<file path="src/rtl/decode_pkg.sv">
// Shared decode-side types: queued fetch entry layout and the canonical RV32I NOP.
package decode_pkg;

  localparam int unsigned XLEN = 32;

  typedef struct packed {
    logic [XLEN-1:0] instr;
    logic [XLEN-1:0] pc;
  } fetch_entry_t;

  localparam logic [XLEN-1:0] RV_NOP = 32'h0000_0013;

endpackage

</file>
<file path="src/rtl/fetch_buffer.sv">
// Instruction prefetch queue between I-mem fetch and decode; circular DEPTH-entry FIFO.
// Optional zero-latency empty-queue bypass enabled by defining FETCH_BUF_BYPASS_EN.
module fetch_buffer
  import decode_pkg::*;
#(
  parameter int unsigned DATA_WIDTH = XLEN,
  parameter int unsigned DEPTH      = 4
) (
  input  logic                   clk,
  input  logic                   rst_n,
  input  logic                   fetch_valid,
  input  logic [DATA_WIDTH-1:0]  fetch_instr,
  input  logic [DATA_WIDTH-1:0]  fetch_pc,
  output logic                   fetch_ready,
  input  logic                   flush,
  output logic                   dec_valid,
  output logic [DATA_WIDTH-1:0]  dec_instr,
  output logic [DATA_WIDTH-1:0]  dec_pc,
  output logic [DATA_WIDTH-1:0]  dec_pc_plus4,
  input  logic                   dec_ready,
  output logic [$clog2(DEPTH):0] count
);

  localparam int unsigned PW = $clog2(DEPTH);
  localparam int unsigned CW = PW + 1;

  fetch_entry_t   r_mem [DEPTH];
  logic [PW-1:0]  r_rd_ptr;
  logic [PW-1:0]  r_wr_ptr;
  logic [CW-1:0]  r_count;

  logic           w_empty;
  logic           w_full;
  logic           w_byp;
  logic           w_push;
  logic           w_pop;
  fetch_entry_t   w_head;

  assign w_empty = (r_count == '0);
  assign w_full  = (r_count == CW'(DEPTH));

  assign fetch_ready = rst_n & ~w_full;

`ifdef FETCH_BUF_BYPASS_EN
  assign w_byp = w_empty & fetch_valid & ~flush;
`else
  assign w_byp = 1'b0;
`endif

  // A bypassed word consumed by decode in the same cycle is never written.
  assign w_push = fetch_valid & fetch_ready & ~flush & ~(w_byp & dec_ready);
  assign w_pop  = dec_valid & dec_ready & ~w_byp;

  assign w_head = r_mem[r_rd_ptr];

  always_comb begin
    dec_valid = 1'b0;
    dec_instr = DATA_WIDTH'(RV_NOP);
    dec_pc    = '0;
    if (!flush) begin
      if (w_byp) begin
        dec_valid = 1'b1;
        dec_instr = fetch_instr;
        dec_pc    = fetch_pc;
      end else if (!w_empty) begin
        dec_valid = 1'b1;
        dec_instr = w_head.instr;
        dec_pc    = w_head.pc;
      end
    end
  end

  assign dec_pc_plus4 = dec_pc + DATA_WIDTH'(4);
  assign count        = r_count;

  always_ff @(posedge clk or negedge rst_n) begin
    if (!rst_n) begin
      r_rd_ptr <= '0;
      r_wr_ptr <= '0;
      r_count  <= '0;
    end else if (flush) begin
      r_rd_ptr <= '0;
      r_wr_ptr <= '0;
      r_count  <= '0;
    end else begin
      if (w_push) r_wr_ptr <= r_wr_ptr + 1'b1;
      if (w_pop)  r_rd_ptr <= r_rd_ptr + 1'b1;
      case ({w_push, w_pop})
        2'b10:   r_count <= r_count + 1'b1;
        2'b01:   r_count <= r_count - 1'b1;
        default: r_count <= r_count;
      endcase
    end
  end

  // Payload storage needs no reset: entries are only observable through count.
  always_ff @(posedge clk) begin
    if (w_push) begin
      r_mem[r_wr_ptr] <= '{instr: fetch_instr, pc: fetch_pc};
    end
  end

endmodule
</file>
<file path="config.mk">
export PLATFORM = sky130hd
export DESIGN_NAME = fetch_buffer
export DESIGN_NICKNAME = d
export VERILOG_FILES = /design/src/rtl/decode_pkg.sv /design/src/rtl/fetch_buffer.sv
export SDC_FILE = /design/constraint.sdc
export NUM_CORES = 1
export LEC_CHECK = 0
export ABC_AREA = 1
export BUFFER_PORTS_ARGS = -buffer_cell sky130_fd_sc_hd__buf_2
export CAP_MARGIN = 20
export CORE_MARGIN = 8
export CORE_UTILIZATION = 25
export CTS_BUF_LIST = sky130_fd_sc_hd__clkbuf_4 sky130_fd_sc_hd__clkbuf_8
export CTS_CLUSTER_DIAMETER = 60
export DETAILED_ROUTE_END_ITERATION = 10
export PLACE_DENSITY = 0.51
export SYNTH_ARGS = -nofsm -noshare
export SYNTH_HDL_FRONTEND = slang
export SYNTH_SLANG_ARGS = --single-unit
</file>
<file path="constraint.sdc">
create_clock -name clk -period 4.52 [get_ports clk]
set_clock_uncertainty 0.2 [all_clocks]
set_input_delay 0.904 -clock clk [delete_from_list [all_inputs] [get_ports clk]]
set_output_delay 0.904 -clock clk [all_outputs]
set_load 0.01 [all_outputs]
</file>
==> impl_metrics.env, run 1 <==
export IMPL_outcome="finished clean"
export IMPL_syn_instance_count=1161
export IMPL_timing_hold_worst_class="input pin to flop"
export IMPL_clock_tree_from_tritoncts="built"
export IMPL_worst_slew_pin_transition_ps=831
export IMPL_net_count_after_synthesis=1236
export IMPL_num_vias=8532
export IMPL_power_leakage_uw=0.00579
export IMPL_numCtsBuffers=48
export IMPL_area_growth_synth_to_final_pct=21.0
export IMPL_clk_root_buffer_cell="clkbuf_8"
export IMPL_period_minus_slack_ps=4200
export IMPL_global_route_usage_total_pct=11.9
export IMPL_post_place_ws_ps=602
export IMPL_synth_distinct_cells=33
export IMPL_grt_pass1_vias=8650
export IMPL_core_area_sq_um=47400
export IMPL_clock_latency_ps=570
export IMPL_synth_main_ff_cell="edfxtp_1"
export IMPL_ios=170
export IMPL_max_clock_freq_mhz=238
export IMPL_port_buffers=169
export IMPL_grt_first_pass_wirelength_um=51700
export IMPL_worstPathArrival_ps=3100
export IMPL_cts_buffer_depth=3
export IMPL_die_area_sq_um=55100
export IMPL_dp_final_hpwl_um=21800
export IMPL_drive_above_1_share_pct=23.2
export IMPL_pin_count_of_the_biggest_net_entering_global_routing=72
export IMPL_slew_violations=0
export IMPL_1st_pass_router_iterations=7
export IMPL_timing_reg2reg_worst_path_depth=12
export IMPL_route_antenna_remaining_nets=0
export IMPL_final_cell_mix="nand2_1 (300), edfxtp_1 (256), nor2_1 (175), buf_2 (169), inv_1 (89)"
export IMPL_timing_critical_path_to_type="output port"
export IMPL_fp_dieW_um=235
export IMPL_fill_count=4930
export IMPL_ir_drop_mv=0.254
export IMPL_grt_ovfl_total=0
export IMPL_routed_via_density=4.27
export IMPL_h_tree_depth=2
export IMPL_worstHoldPathCells=1
export IMPL_synth_seq_cells=263
export IMPL_fin_nets=1423
export IMPL_synth_edf_count=256
export IMPL_dr_first_iter_drc_count=544
export IMPL_worst_setup_hold_path_clk_slew_ps=60
export IMPL_clkSinkCount=263
export IMPL_hold_viol_final=0
export IMPL_cp_start_kind="flop"
export IMPL_slew_headroom_pct=44.6
export IMPL_synth_cell_area_sq_um=12000
export IMPL_route_detailed_drc=0
export IMPL_worst_slack_ps=321
export IMPL_grt_antenna_before_repair=9
export IMPL_dieHeight_um=235
export IMPL_wire_per_inst_um=16.7
export IMPL_synth_avg_cell_area_sq_um=10.3
export IMPL_ys_warn_count=0
export IMPL_worst_ep_required_time_ps=3420
export IMPL_whs_ps=325
export IMPL_synth_sequential_area_ratio_pct=65.8
export IMPL_drv_max_cap_violation_count=0
export IMPL_setup_violations_final=0
export IMPL_layout_commonest_cell="nand2_1"
export IMPL_synth_async_reset_ratio_pct=2.66
export IMPL_std_cell_rows=80
export IMPL_power_density_cell_area_nw_per_um2=520
export IMPL_worst_path_max_fanout=13
export IMPL_timing_final_crit_share_pct=92.9
export IMPL_worstSetupPathType="flop to output port"
export IMPL_floorplan_initialDensity_pct=25.2
export IMPL_wl_um=33400
export IMPL_rsz0062_at_grt="false"
export IMPL_finalWeightedCongestion=0.820
==> timing repair <==
action	CTS	global route
endpoints found under the setup margin	0	12
setup buffers	0	1
hold buffers	1	0
resized for setup	0	5
hold endpoints to repair	7	0
==> Yosys cell counts, types with 9 or more instances <==
master	count	area [sq um]
a21oi_1	36	180
buf_2	25	125
edfxtp_1	256	7690
inv_1	89	334
nand2_1	300	1130
nand2_2	9	56.3
nand3_1	82	410
nor2_1	179	672
nor2_2	17	106
nor2_4	12	135
o21ai_0	75	375
xor2_1	11	96.3
==> worst max-delay path, stage by stage (launching register included) <==
cell	delay (ps)
dfrtp_4	600
buf_4	230
nand2_1	80
nand3_1	120
a21oi_2	210
ha_2	250
inv_1	60
nor2_1	160
nand2_2	150
nor2_4	140
nand2_2	90
nor2_4	130
xor2_1	150
buf_2	150
==> worst paths after layout <==
path                                     start          endpoint  slack, ps
worst min register to register        count[1]          count[1]        370
min in group asynchronous                rst_n          count[1]        500
worst max register to register        count[0]          count[2]       1810
worst max-delay path               r_rd_ptr[0]  dec_pc_plus4[16]        320
worst min-delay path            fetch_instr[9]      r_mem[3][41]        330
max in group asynchronous                rst_n       r_rd_ptr[0]       3430
==> flip-flops by register name, summed over array words and instances (netlist names) <==
| name | cells |
|---|---|
| r_mem | 256 |
| count | 3 |
| r_wr_ptr | 2 |
| r_rd_ptr | 2 |
==> kinds of logic after synthesis <==
logic type / after synthesis / synth area share, %
AO/OA/AOI/OAI: 121 / 5.25
AND/OR/NAND/NOR: 609 / 21.6
adder cells (fa/ha/maj): 6 / 0.691
buffers and inverters: 148 / 5.64
XOR/XNOR: 14 / 1.03
flip-flops: 263 / 65.8
==> metal layers <==
| layer | GRT usage, % | up-vias | wire (um) |
|---|---|---|---|
| li1 | - | 4242 | - |
| met2 | 19.6 | 235 | 15600 |
| met5 | 0 | - | 64 |
| met4 | 3.79 | 10 | 635 |
| met1 | 14.8 | 3989 | 14900 |
| met3 | 3.41 | 56 | 2200 |
==> power breakdown <==
part	switching (uW)	total, uW	leakage (uW)	internal, uW
Combinational	1700	2450	0.00289	744
Clock	966	2270	0.000502	1300
Sequential	55.3	2800	0.00240	2750
==> layout make-up <==
type                            count  area, sq um  share of cell area, %
Sequential cell                   263         7870                   54.4
Multi-Input combinational cell    750         3460                   23.9
Timing Repair Buffer              192         1030                   7.15
Clock buffer                       64          793                   5.48
Tap cell                          615          769                   5.32
Inverter                           93          375                   2.60
Clock inverter                     18          156                   1.08
Antenna cell                        2         5.00                 0.0346
==> metrics by stage <==
| step | std cells | util, % | TNS, ps | power [uW] | cell area (sq um) |
|---|---|---|---|---|---|
| floorplan | 1161 | - | -131350 | 4440 | 12000 |
| global placement | 1911 | 28.4 | 0 | 5310 | 13500 |
| detailed placement | 1911 | 28.4 | 0 | 5330 | 13500 |
| CTS | 1994 | 30.4 | 0 | 7630 | 14400 |
| global route | 1996 | 30.5 | 0 | 8030 | 14500 |
| finish | 1997 | 30.5 | 0 | 7520 | 14500 |
Note: power is estimated with default switching activity, not from simulation.
==> run 2, diff against run 1 <==
Settings changed: BUFFER_PORTS_ARGS -buffer_cell sky130_fd_sc_hd__buf_2 to default, DONT_BUFFER_PORTS from default to 1, PLACE_DENSITY 0.51 to 0.48.
==> impl_metrics.env, run 2 (synthesized netlist as in run 1, its figures left out) <==
export IMPL_route_detailed_drc=0
export IMPL_power_leakage_uw=0.00510
export IMPL_worstHoldPathCells=0
export IMPL_post_place_ws_ps=514
export IMPL_hold_viol_final=0
export IMPL_regToRegSetupSlack_ps=1480
export IMPL_timing_hold_worst_class="input pin to flop"
export IMPL_period_minus_slack_ps=4190
export IMPL_power_density_cell_area_nw_per_um2=518
export IMPL_endpoint_of_the_worst_register_to_register_path="r_mem[3][61]"
export IMPL_slew_violations=0
export IMPL_fin_total_pwr_uw=7150
export IMPL_top_register="r_mem"
export IMPL_dr_first_iter_drc_count=419
export IMPL_cp_start_kind="flop"
export IMPL_cts_buffer_depth=3
export IMPL_antenna_cells=0
export IMPL_area_growth_synth_to_final_pct=15.4
export IMPL_rsz0062_at_grt="false"
export IMPL_outcome="finished clean"
export IMPL_1st_pass_router_iterations=5
export IMPL_floorplan_initialDensity_pct=25.2
export IMPL_wire_per_inst_um=18.1
export IMPL_global_route_usage_total_pct=11.7
export IMPL_clk_root_buffer_cell="clkbuf_8"
export IMPL_num_vias=8033
export IMPL_clock_latency_ps=580
export IMPL_max_clock_freq_mhz=239
export IMPL_ios=170
export IMPL_std_cell_rows=80
export IMPL_multiInputGateArea_sq_um=3470
export IMPL_timing_hold_worst_endpoint="r_mem[0][43]"
export IMPL_worst_path_max_fanout=38
export IMPL_critical_path_reg2reg_startpoint="count[0]"
export IMPL_grt_pass1_vias=7920
export IMPL_final_instance_count_excl_fill=1841
export IMPL_worstSetupPathType="flop to output port"
export IMPL_worst_ep_required_time_ps=3420
export IMPL_largest_register_ffs=256
export IMPL_timing_final_crit_share_pct=92.7
export IMPL_routed_via_density=4.36
export IMPL_drive_above_1_share_pct=13.1
export IMPL_finalWeightedCongestion=0.822
export IMPL_timing_reg2reg_worst_path_depth=7
export IMPL_dpl_cell_area_sq_um=12800
export IMPL_final_cell_mix="nand2_1 (300), edfxtp_1 (256), nor2_1 (175), inv_1 (89), nand3_1 (81)"
export IMPL_worst_slew_pin_transition_ps=871
export IMPL_stdcell_area_sq_um=13800
export IMPL_wl_um=33400
export IMPL_finalCoreUtilization_pct=29.1
export IMPL_core_area_sq_um=47400
export IMPL_clkSinkCount=263
export IMPL_timing_critical_path_to_type="output port"
export IMPL_drv_max_cap_violation_count=0
export IMPL_grt_ovfl_total=0
export IMPL_numCtsBuffers=48
export IMPL_layout_commonest_cell="nand2_1"
export IMPL_h_tree_depth=2
export IMPL_clock_tree_from_tritoncts="built"
export IMPL_seq_area_sq_um=7870
export IMPL_dp_final_hpwl_um=21600
export IMPL_grt_first_pass_wirelength_um=50100
export IMPL_worstPathArrival_ps=3090
export IMPL_grt_antenna_before_repair=0
export IMPL_setup_violations_final=0
export IMPL_fin_nets=1261
export IMPL_ir_drop_mv=0.232
export IMPL_worst_setup_hold_path_clk_slew_ps=60
export IMPL_dieHeight_um=235
export IMPL_route_antenna_remaining_nets=0
export IMPL_worst_slack_ps=331
export IMPL_pin_count_of_the_biggest_net_entering_global_routing=92
export IMPL_port_buffers=0
export IMPL_slew_headroom_pct=42.0
export IMPL_placed_cells_incl_taps=1748
export IMPL_die_area_sq_um=55100
export IMPL_hold_path_startpoint="fetch_instr[11]"
export IMPL_fill_count=4943
export IMPL_fp_dieW_um=235
==> run 2: changes by cell type in the layout (fill, tap and decap cells not counted), moves of 3 or more <==
| cell | previous run | this run |
|---|---|---|
| buf_12 | 1 | 10 |
| clkbuf_4 | 14 | 19 |
| clkinv_1 | 10 | 15 |
| buf_4 | 21 | 14 |
| buf_6 | 0 | 3 |
| bufinv_16 | 3 | 0 |
| buf_2 | 169 | 0 |
==> run 2: report_power, final <==
group          switching (uW)  total (uW)  internal (uW)
sequential               64.7        2810           2750
combinational            1640        2200            561
clock                     983        2140           1150
total                    2680        7150           4460
==> run 2: through the flow <==
stage	setup TNS, ps	hold WS [ps]
floorplan	-131350	372
global placement	0	409
detailed placement	0	409
CTS	0	122
global route	0	124
finish	0	191
==> run 2: critical path: stages, from the launching register on <==
cell,delay [ps]
dfrtp_2,430
buf_6,340
nand3_1,180
a21oi_2,280
ha_1,270
inv_1,70
nor2_1,170
nand2_2,140
nor2_4,140
nand3_1,150
xnor2_1,170
buf_4,140
==> run 2: area by class of cell <==
cell class,instances,share of cell area [%]
tap,615,5.58
clock buffer,67,5.82
timing repair buffer,30,2.91
multi-input combinational,750,25.1
clock inverter,23,0.870
inverter,93,2.67
sequential,263,57.0
==> run 2: layer usage <==
layer	up-vias	track usage [%]	part of all wire (%)
met4	0	3.32	2.0
met2	267	18.3	45
li1	3926	-	-
met3	47	5.86	11
met5	-	0	0
met1	3793	14.1	42
==> run 2: how the worst max path moves through the flow <==
stage	from	endpoint	slack, ps	depth (start not counted)
3_5_place_dp	r_rd_ptr[0]	dec_pc_plus4[29]	510	12
5_1_grt	r_rd_ptr[0]	dec_pc_plus4[14]	20	13
4_1_cts	r_rd_ptr[0]	dec_pc_plus4[30]	60	13
2_1_floorplan	rst_n	r_mem[0][0]	-510	5
3_3_place_gp	r_rd_ptr[0]	dec_pc_plus4[29]	540	12
6_report	r_rd_ptr[1]	dec_pc_plus4[14]	330	11
==> run 2: timing repair <==
| action | CTS | global route |
|---|---|---|
| setup endpoints to repair | 14 | 18 |
| setup buffers | 0 | 1 |
| endpoints found under the hold margin | 7 | 0 |
| gates cloned | 0 | 1 |
| hold buffers | 1 | 0 |
| gates resized for setup | 6 | 5 |
